<file path="config.mk">
export PLATFORM = sky130hd
export DESIGN_NAME = dragon_body_controller
export DESIGN_NICKNAME = d
export VERILOG_FILES = /design/src/rtl/dragon_body_controller_pkg.sv /design/src/rtl/dragon_head_stepper.sv /design/src/rtl/dragon_body_controller.sv
export SDC_FILE = /design/constraint.sdc
export NUM_CORES = 1
export LEC_CHECK = 0
export ABC_CLOCK_PERIOD_IN_PS = 3800
export CAP_MARGIN = 5
export CORE_ASPECT_RATIO = 0.5
export CORE_MARGIN = 4
export CORE_UTILIZATION = 52
export DETAILED_ROUTE_END_ITERATION = 8
export DONT_BUFFER_PORTS = 1
export HOLD_SLACK_MARGIN = 0.08
export PLACE_DENSITY_LB_ADDON = 0.1
export SLEW_MARGIN = 25
export SYNTH_ARGS = -nofsm -noshare
export SYNTH_HDL_FRONTEND = slang
export SYNTH_HIERARCHICAL = 1
export SYNTH_SLANG_ARGS = --single-unit
</file>
<file path="constraint.sdc">
create_clock -name clk -period 3.8 [get_ports clk]
set_clock_uncertainty 0.2 [all_clocks]
set_input_delay 0.76 -clock clk [delete_from_list [all_inputs] [get_ports clk]]
set_output_delay 0.76 -clock clk [all_outputs]
set_load 0.03 [all_outputs]
</file>
<file path="src/rtl/dragon_body_controller_pkg.sv">
// Shared game package: grid geometry, heading encodings and {y,x} position
// field helpers used by the dragon, player and sheep movers.
package dragon_body_controller_pkg;

    localparam int POS_W     = 8;   // packed position {y[3:0], x[3:0]}
    localparam int XY_W      = 4;   // width of each coordinate field
    localparam int GRID_COLS = 16;
    localparam int GRID_ROWS = 12;

    typedef enum logic [1:0] {
        DIR_UP    = 2'd0,
        DIR_RIGHT = 2'd1,
        DIR_DOWN  = 2'd2,
        DIR_LEFT  = 2'd3
    } dir_e;

    function automatic logic [XY_W-1:0] pos_x(input logic [POS_W-1:0] p);
        return p[XY_W-1:0];
    endfunction

    function automatic logic [XY_W-1:0] pos_y(input logic [POS_W-1:0] p);
        return p[POS_W-1:XY_W];
    endfunction

    function automatic logic [POS_W-1:0] mk_pos(input logic [XY_W-1:0] y,
                                                input logic [XY_W-1:0] x);
        return {y, x};
    endfunction

    // Opposite heading: the encoding places opposites two apart, so flip bit 1.
    function automatic dir_e reverse_dir(input dir_e d);
        return dir_e'(d ^ 2'b10);
    endfunction

endpackage

</file>
<file path="src/rtl/dragon_head_stepper.sv">
// Combinational one-cell mover with toroidal wrap.
//   pos_i : current position {y,x}
//   dir_i : heading (up/right/down/left)
//   pos_o : position one cell along dir_i, wrapped into the grid
module dragon_head_stepper
    import dragon_body_controller_pkg::*;
#(
    parameter int GRID_COLS = dragon_body_controller_pkg::GRID_COLS,
    parameter int GRID_ROWS = dragon_body_controller_pkg::GRID_ROWS
) (
    input  logic [POS_W-1:0] pos_i,
    input  dir_e             dir_i,
    output logic [POS_W-1:0] pos_o
);

    logic [XY_W-1:0] x, y, nx, ny;

    always_comb begin
        x  = pos_x(pos_i);
        y  = pos_y(pos_i);
        nx = x;
        ny = y;
        case (dir_i)
            DIR_UP:    ny = (y == '0) ? XY_W'(GRID_ROWS-1) : y - XY_W'(1);
            DIR_RIGHT: nx = (x == XY_W'(GRID_COLS-1)) ? '0 : x + XY_W'(1);
            DIR_DOWN:  ny = (y == XY_W'(GRID_ROWS-1)) ? '0 : y + XY_W'(1);
            DIR_LEFT:  nx = (x == '0) ? XY_W'(GRID_COLS-1) : x - XY_W'(1);
            default:   ;
        endcase
        pos_o = mk_pos(ny, nx);
    end

endmodule

</file>
<file path="src/rtl/dragon_body_controller.sv">
// Dragon body controller: owns segment positions and the active-segment mask.
// All state moves only on frame_end, so outputs are stable for a full frame
// while the collision detector scans the segments.
//   clk, reset              : clock, async active-low reset
//   frame_end               : end-of-frame strobe (sole update enable)
//   move_dir                : requested heading
//   sheep/swordDragonCollision : detector flags for the finished frame
//   dragonSegmentPositions  : {segN-1..seg0}, 8 bits {y,x} each
//   activeDragonSegments    : thermometer mask of live segments
//   dragon_length           : popcount of the mask
//   dragon_dead             : sticky, set when the mask empties
module dragon_body_controller
    import dragon_body_controller_pkg::*;
#(
    parameter int               NUM_SEGMENTS = 7,
    parameter int               GRID_COLS    = dragon_body_controller_pkg::GRID_COLS,
    parameter int               GRID_ROWS    = dragon_body_controller_pkg::GRID_ROWS,
    parameter int               MOVE_PERIOD  = 4,
    parameter int               INIT_LEN     = 1,
    parameter logic [POS_W-1:0] INIT_POS     = 8'h55,
    localparam int              LEN_W        = $clog2(NUM_SEGMENTS+1)
) (
    input  logic                          clk,
    input  logic                          reset,
    input  logic                          frame_end,
    input  logic [1:0]                    move_dir,
    input  logic                          sheepDragonCollision,
    input  logic                          swordDragonCollision,
    output logic [NUM_SEGMENTS*POS_W-1:0] dragonSegmentPositions,
    output logic [NUM_SEGMENTS-1:0]       activeDragonSegments,
    output logic [LEN_W-1:0]              dragon_length,
    output logic                          dragon_dead
);

    localparam int CNT_W = (MOVE_PERIOD > 1) ? $clog2(MOVE_PERIOD) : 1;
    localparam logic [NUM_SEGMENTS-1:0] MASK_INIT =
        NUM_SEGMENTS'((64'd1 << INIT_LEN) - 64'd1);

    logic [NUM_SEGMENTS-1:0][POS_W-1:0] seg_q, seg_d;
    logic [NUM_SEGMENTS-1:0]            mask_q, mask_d;
    logic [CNT_W-1:0]                   cnt_q, cnt_d;
    dir_e                               heading_q, heading_d;
    logic                               dead_q, dead_d;
    logic                               step;
    logic [POS_W-1:0]                   head_nxt;
    logic [LEN_W-1:0]                   len_c;

    // Head moves along the heading accepted on this same frame_end.
    dragon_head_stepper #(
        .GRID_COLS (GRID_COLS),
        .GRID_ROWS (GRID_ROWS)
    ) u_head_stepper (
        .pos_i (seg_q[0]),
        .dir_i (heading_d),
        .pos_o (head_nxt)
    );

    // A direct U-turn would run the head into segment 1, so it is dropped.
    always_comb begin
        heading_d = heading_q;
        if (frame_end && !dead_q && (dir_e'(move_dir) != reverse_dir(heading_q)))
            heading_d = dir_e'(move_dir);
    end

    always_comb begin
        seg_d  = seg_q;
        mask_d = mask_q;
        cnt_d  = cnt_q;
        dead_d = dead_q;
        step   = 1'b0;
        if (frame_end && !dead_q) begin
            step  = (cnt_q == CNT_W'(MOVE_PERIOD-1));
            cnt_d = step ? '0 : cnt_q + CNT_W'(1);
            // Whole array shifts, live or not, so a grown segment
            // reappears at the previous tail cell.
            if (step)
                seg_d = {seg_q[NUM_SEGMENTS-2:0], head_nxt};
            // Simultaneous sheep and sword hits cancel out.
            if (sheepDragonCollision && !swordDragonCollision) begin
                mask_d = {mask_q[NUM_SEGMENTS-2:0], 1'b1};
            end else if (swordDragonCollision && !sheepDragonCollision) begin
                mask_d = mask_q >> 1;
                dead_d = (mask_d == '0);
            end
        end
    end

    always_ff @(posedge clk or negedge reset) begin
        if (!reset) begin
            seg_q     <= {NUM_SEGMENTS{INIT_POS}};
            mask_q    <= MASK_INIT;
            cnt_q     <= '0;
            heading_q <= DIR_RIGHT;
            dead_q    <= 1'b0;
        end else begin
            seg_q     <= seg_d;
            mask_q    <= mask_d;
            cnt_q     <= cnt_d;
            heading_q <= heading_d;
            dead_q    <= dead_d;
        end
    end

    always_comb begin
        len_c = '0;
        for (int i = 0; i < NUM_SEGMENTS; i++)
            len_c = len_c + LEN_W'(mask_q[i]);
    end

    assign dragonSegmentPositions = seg_q;
    assign activeDragonSegments   = mask_q;
    assign dragon_length          = len_c;
    assign dragon_dead            = dead_q;

endmodule
</file>
==> flow_summary.ini, run 1 <==
[outcome]
outcome = finished, violations left
violations = negative setup slack

[synth]
synth_edf_count = 0
yosys_warnings = 6
synth_top_family_by_area = multiplexers
syn_inst = 244
synth_compound_area_share_pct = 5.453
ys_top_cells_by_area = dfrtp_1 (28%), dfstp_2 (23%), mux2_4 (18%)
synth_simple_gate_area_share_pct = 5.158
muxShareOfSynthArea_pct = 26.09
yosys.area.top_type = dfrtp_1
syn-num-nets = 262
ys_async_sr_fraction_pct = 100.0
synth_area_um2 = 3396
avgSynthCellArea_um2 = 13.92
synth_xor_area_share_pct = 1.290
synth_fa_ha_area_share_pct = 4.937
synth_cell_type_count = 36
ys_seq_elements = 68
ys.flop_type = dfrtp_1
ys_seq_area_share_pct = 51.22
synth_top_area_share_pct = 28.00

[setup_path]
cp_cell_sequence = inv_2, fa_1, fa_1, inv_1, fa_2, fa_2
path_class = register to output port
cp_max_fo = 2
slowest_stage = fa_2
critical-path-max-stage-delay_ns = 0.64
arrival_ns = 2.87
worstSetupStartpointType = register
endpoint_kind = output port
required_ns = 2.84

[floorplanning]
die_y_um = 65.14
die_width_um = 122.3
coreArea_um2 = 6206
ios = 74
start_util_pct = 54.72
die_area_um2 = 7965
rows = 20

[layout]
nNetsFinal = 269
area_delta_synth_final_pct = 10.80
finalInstanceArea_um2 = 3762
drive_gt1_share_pct = 46.48
antenna_cells = 0
fin_util_pct = 60.62

[placed_design]
hpwl_um = 4087
port_buffers = 0
place_ws_ns = 0.1726
placed_area_um2 = 3417
gp_congestion = 0.7524

[clocking]
cts.reportedPaths.clkPinSlew_ns = 0.06
tritoncts = done
clock_tree.buffer_depth = 2
root_buffer = clkbuf_16
htree_num_levels = 3
cts_buffers = 9
clk-insertion-delay-late_ns = 0.32
cts.sinks = 68

[sta]
timing.final.ws_setup_ns = -0.02790
hold_viol = 0
max_freq_mhz = 261.2
setup_violations = 1
maxSlewViolCount = 0
rsz0062_at_grt = yes
tightest_slew_ns = 0.9511
layout_min_cycle_time_ns = 3.828
holdWs_ns = 0.1081
fin_crit_sh_pct = 100.7
maxSlewHeadroom_pct = 36.59

[job]
cap_violations = 0

[power]
intPower_mw = 2.316
power_mw = 4.065
swShare_pct = 43.03
ir_worst_vdd_uv = 351.1
combPwrFrac_pct = 30.4
power_frac_clock_pct = 20.1
power_density_nw_per_um2 = 1081
power_frac_seq_pct = 49.5
p_leak_nw = 1.783
p_sw_mw = 1.749

[grt]
gr-total-overflow = 0
grt_pass1_wl_um = 10030
grt_max_degree = 59
grt_pass1_vias = 1881
grt_usage_pct = 16.10
antenna_found_initial = 0

[route]
first_iter_violations = 95
vias = 1886
viasPerCell = 5.483
first_pass_iters = 4
wire_per_inst_um = 17.65
drt-total-wl_um = 6071
detail-route-antenna-nets = 0
drc = 0

[hold_path]
hold_path_class = input pin to asynchronous set/reset pin
[stage by stage]
stage | std cells | TNS, ns
4_1_cts | 344 | -0.07680
2_1_floorplan | 244 | 0
3_3_place_gp | 326 | 0
3_5_place_dp | 326 | 0
5_1_grt | 344 | -0.08926
6_report | 344 | -0.02790
[flip-flops by register name (all words and copies together), names as in the netlist]
register and cells:
dragonSegmentPositions 56, activeDragonSegments 7, cnt_q 2, heading_q 2, dragon_dead 1
[cell usage in the layout (no fill, tap or decap), types with 2 or more instances in the layout]
cell type	Yosys	final
mux2i_1	6	6
mux2_4	40	40
xnor2_1	2	2
fa_2	0	2
nand2_1	6	6
buf_4	3	6
nor3b_1	2	2
o21ai_0	6	6
inv_1	16	15
dfrtp_1	38	38
ha_1	7	7
nor2_1	16	16
nor4b_1	3	3
clkbuf_16	0	9
mux2_2	20	20
nand3_1	2	2
xor2_1	3	3
clkinv_4	0	4
dfstp_2	30	30
fa_1	4	2
a21oi_1	17	17
[cells in the mapped netlist, drive strengths merged, types with 2 or more instances]
master	instances
o21ai	7
ha	7
xnor2	2
nor2b	2
xor2	3
inv	16
dfrtp	38
dfstp	30
a21oi	17
buf	11
mux2i	6
mux2	60
fa	4
nor3b	2
nand3	2
nand2	7
nor4b	3
nor2	16
[worst paths after layout]
kind	endpoint	start	cells after the start	slack, ns
worst min-delay path	cnt_q[0]	reset	1	0.11
worst min register to register	cnt_q[1]	cnt_q[1]	1	0.31
worst max-delay path	dragon_length[1]	activeDragonSegments[0]	6	-0.03
max in group asynchronous	dragonSegmentPositions[26]	reset	1	2.44
min in group clk	cnt_q[1]	cnt_q[1]	1	0.31
worst max register to register	dragonSegmentPositions[6]	dragon_dead	8	1.26
[layer usage]
layer  wire length, µm  vias up  track usage, %
met4                58        0           4.184
met2              2827       56           25.43
met5                 0        -               0
met1              2713      962           20.93
met3               472        7           6.277
li1                  -      861               -
[kinds of logic (layout without fill, tap and decap cells)]
family / after synthesis / after routing
buffers and inverters: 28 / 40
adders and majority gates: 11 / 11
xor gates and xnor gates: 5 / 5
DFF: 68 / 68
AOI/OAI and AO/OA: 31 / 31
muxes: 66 / 66
and+or+nand+nor: 35 / 35
[worst max-delay path, delay by kind of cell, from the launching register on]
family / cells / cell delay (ns)
flops: 1 / 0.53
buf+inv: 2 / 0.08
fa+ha+maj: 4 / 1.92
[power groups by stage]
stage	Sequential [mW]	Clock, mW	Combinational, mW
floorplan	1.94	0	1.09
global placement	2.02	0	1.16
detailed placement	2.04	0	1.20
CTS	2.03	0.837	1.25
global route	2.07	0.878	1.35
finish	2.01	0.818	1.24
[layout make-up]
type                       count  area (µm²)
multi-input combinational    148        1468
fill                         513        2444
clock buffer                   9       225.2
sequential                    68        1739
timing repair buffer           8       82.58
tap                           88       110.1
inverter                      16       60.06
clock inverter                 7       77.57
[what timing repair did]
| item | 4_1_cts | 5_1_grt |
|---|---|---|
| setup endpoints to repair | 2 | 1 |
| hold buffers | 2 | 0 |
| setup buffers | 0 | 0 |
| pin swaps | 3 | 1 |
| hold endpoints to repair | 58 | 0 |
| resized for setup | 2 | 1 |
Note: power is estimated with default switching activity, not from simulation.
==> run 2, diff against run 1 <==
--- a/config.mk
+++ b/config.mk
@@ -9,7 +9,7 @@
 export CAP_MARGIN = 5
 export CORE_ASPECT_RATIO = 0.5
 export CORE_MARGIN = 4
-export CORE_UTILIZATION = 52
+export CORE_UTILIZATION = 34
 export DETAILED_ROUTE_END_ITERATION = 8
 export DONT_BUFFER_PORTS = 1
 export HOLD_SLACK_MARGIN = 0.08
==> run 2 against run 1 <==
Against the previous run: the run still ends with negative setup slack left; total power rose by 1.5%; critical path depth unchanged; wire length rose by 6.5%; global-route usage is 4.4 points lower; sequential cell count unchanged; combinational power barely moved; highest routed layer unchanged.
==> flow_summary.ini, run 2 (same netlist as run 1, synthesis figures left out) <==
[route]
drt-total-wl_um = 6463
first_iter_violations = 47
detail-route-antenna-nets = 0
viasPerCell = 4.764
drc = 0
wire_per_inst_um = 16.57
vias = 1858
first_pass_iters = 4

[floorplanning]
start_util_pct = 35.48
die_width_um = 149.3
coreArea_um2 = 9572
die_area_um2 = 11750
die_y_um = 78.67
ios = 74
rows = 25

[job]
cap_violations = 0

[layout]
largest_register_ffs = 56
antenna_cells = 0
final_cell_mix = mux2_4 (40), dfrtp_1 (38), dfstp_2 (30)
nNetsFinal = 268
drive_gt1_share_pct = 46.67
n_fill_cell = 922
area_delta_synth_final_pct = 12.82
finalInstanceArea_um2 = 3831
layout_commonest_cell = mux2_4

[clocking]
postCtsSetupBuffers = 0
clk-insertion-delay-late_ns = 0.32
cts_buffers = 9
htree_num_levels = 3
cts.reportedPaths.clkPinSlew_ns = 0.05
cts.sinks = 68
clock_tree.buffer_depth = 2
root_buffer = clkbuf_16
tritoncts = done

[sta]
rsz0062_at_grt = yes
maxSlewViolCount = 0
setup_violations = 1
fin_crit_sh_pct = 101.2
holdWs_ns = 0.1214
tightest_slew_ns = 0.9995
timing.final.ws_setup_ns = -0.04743
max_freq_mhz = 259.9
maxSlewHeadroom_pct = 33.36
hold_viol = 0
layout_min_cycle_time_ns = 3.847

[setup_path]
startpoint = activeDragonSegments[0]
r2r_start = dragon_dead
r2r_slack_ns = 1.20
worstSetupStartpointType = register
cp_cell_sequence = inv_2, fa_1, fa_1, inv_1, fa_2, fa_2
crit_family = adder cells
cp_num_cells = 6
critical-path-max-stage-delay_ns = 0.64
slowest_stage = fa_2
rr_worst_depth = 8
arrival_ns = 2.89
timing.rr.end = dragonSegmentPositions[3]
crit_end = dragon_length[1]
endpoint_kind = output port
required_ns = 2.84
path_class = register to output port
path_buf_inv = 2
cp_max_fo = 2

[power]
combPwrFrac_pct = 30.2
power_density_nw_per_um2 = 1077
power_mw = 4.126
intPower_mw = 2.388
power_frac_seq_pct = 48.8
power_frac_clock_pct = 21.0
p_sw_mw = 1.738
ir_worst_vdd_uv = 318.7
p_leak_nw = 1.792
swShare_pct = 42.12

[outcome]
outcome = finished, violations left
violations = negative setup slack

[placed_design]
placed_area_um2 = 3476
hpwl_um = 4357
port_buffers = 0
gp_congestion = 0.7532

[hold_path]
hold_path_class = input pin to asynchronous set/reset pin

[grt]
grt_pass1_vias = 1923
grt_pass1_wl_um = 10760
gr-total-overflow = 0
antenna_found_initial = 0
grt_usage_pct = 11.74
grt_max_degree = 69
==> run 2: cell count changes in the layout (fill, tap and decap cells not counted) <==
cell,before,now
dlygate4sd3_1,1,0
clkinv_4,4,0
clkbuf_8,0,4
==> run 2: layout make-up <==
class | instances | area (µm²) | share of cell area [%]
inverters | 16 | 60.06 | 1.568
well taps | 135 | 168.9 | 4.409
repair buffers | 7 | 72.57 | 1.894
multi-input cells | 148 | 1468 | 38.31
flip-flops and latches | 68 | 1739 | 45.40
clock buffers | 13 | 280.3 | 7.315
clock inverters | 3 | 42.54 | 1.110
==> run 2: repair_timing <==
action	4_1_cts	5_1_grt
gates resized for setup	3	0
setup endpoints to repair	2	1
pin swaps	2	1
hold buffers	1	0
hold endpoints to repair	68	0
==> run 2: how the worst min path moves through the flow <==
stage                     cells past startpoint                    endpoint  startpoint
after floorplan                               0     activeDragonSegments[1]       reset
after global placement                        0  dragonSegmentPositions[15]       reset
after detailed placement                      0  dragonSegmentPositions[13]       reset
after CTS                                     1  dragonSegmentPositions[29]       reset
after global routing                          1                 dragon_dead       reset
final                                         1                 dragon_dead       reset
==> run 2: power by group through the flow <==
stage	Sequential [mW]	Clock [mW]	Combinational, mW
floorplan	1.94	0	1.09
global placement	2.03	0	1.17
detailed placement	2.05	0	1.21
CTS	2.04	0.900	1.26
global route	2.08	0.937	1.37
finish	2.01	0.868	1.24
==> run 2: metrics by stage <==
step,setup TNS [ns],setup WS (ns),utilization [%],std cells
after floorplan,0,0.09307,-,244
after global placement,0,0.2126,36.31,373
after detailed placement,0,0.1444,36.31,373
after CTS,-0.1016,-0.1016,40.03,390
after global routing,-0.1337,-0.1337,40.03,390
final,-0.04743,-0.04743,40.03,390
==> run 2: per-layer routing <==
metal,GRT usage [%],vias to the layer above,part of all wire [%]
met5,0,-,0
met4,3.562,0,0.45
met3,4.960,2,7.1
met2,17.76,51,46
met1,15.35,945,47
li1,-,860,-
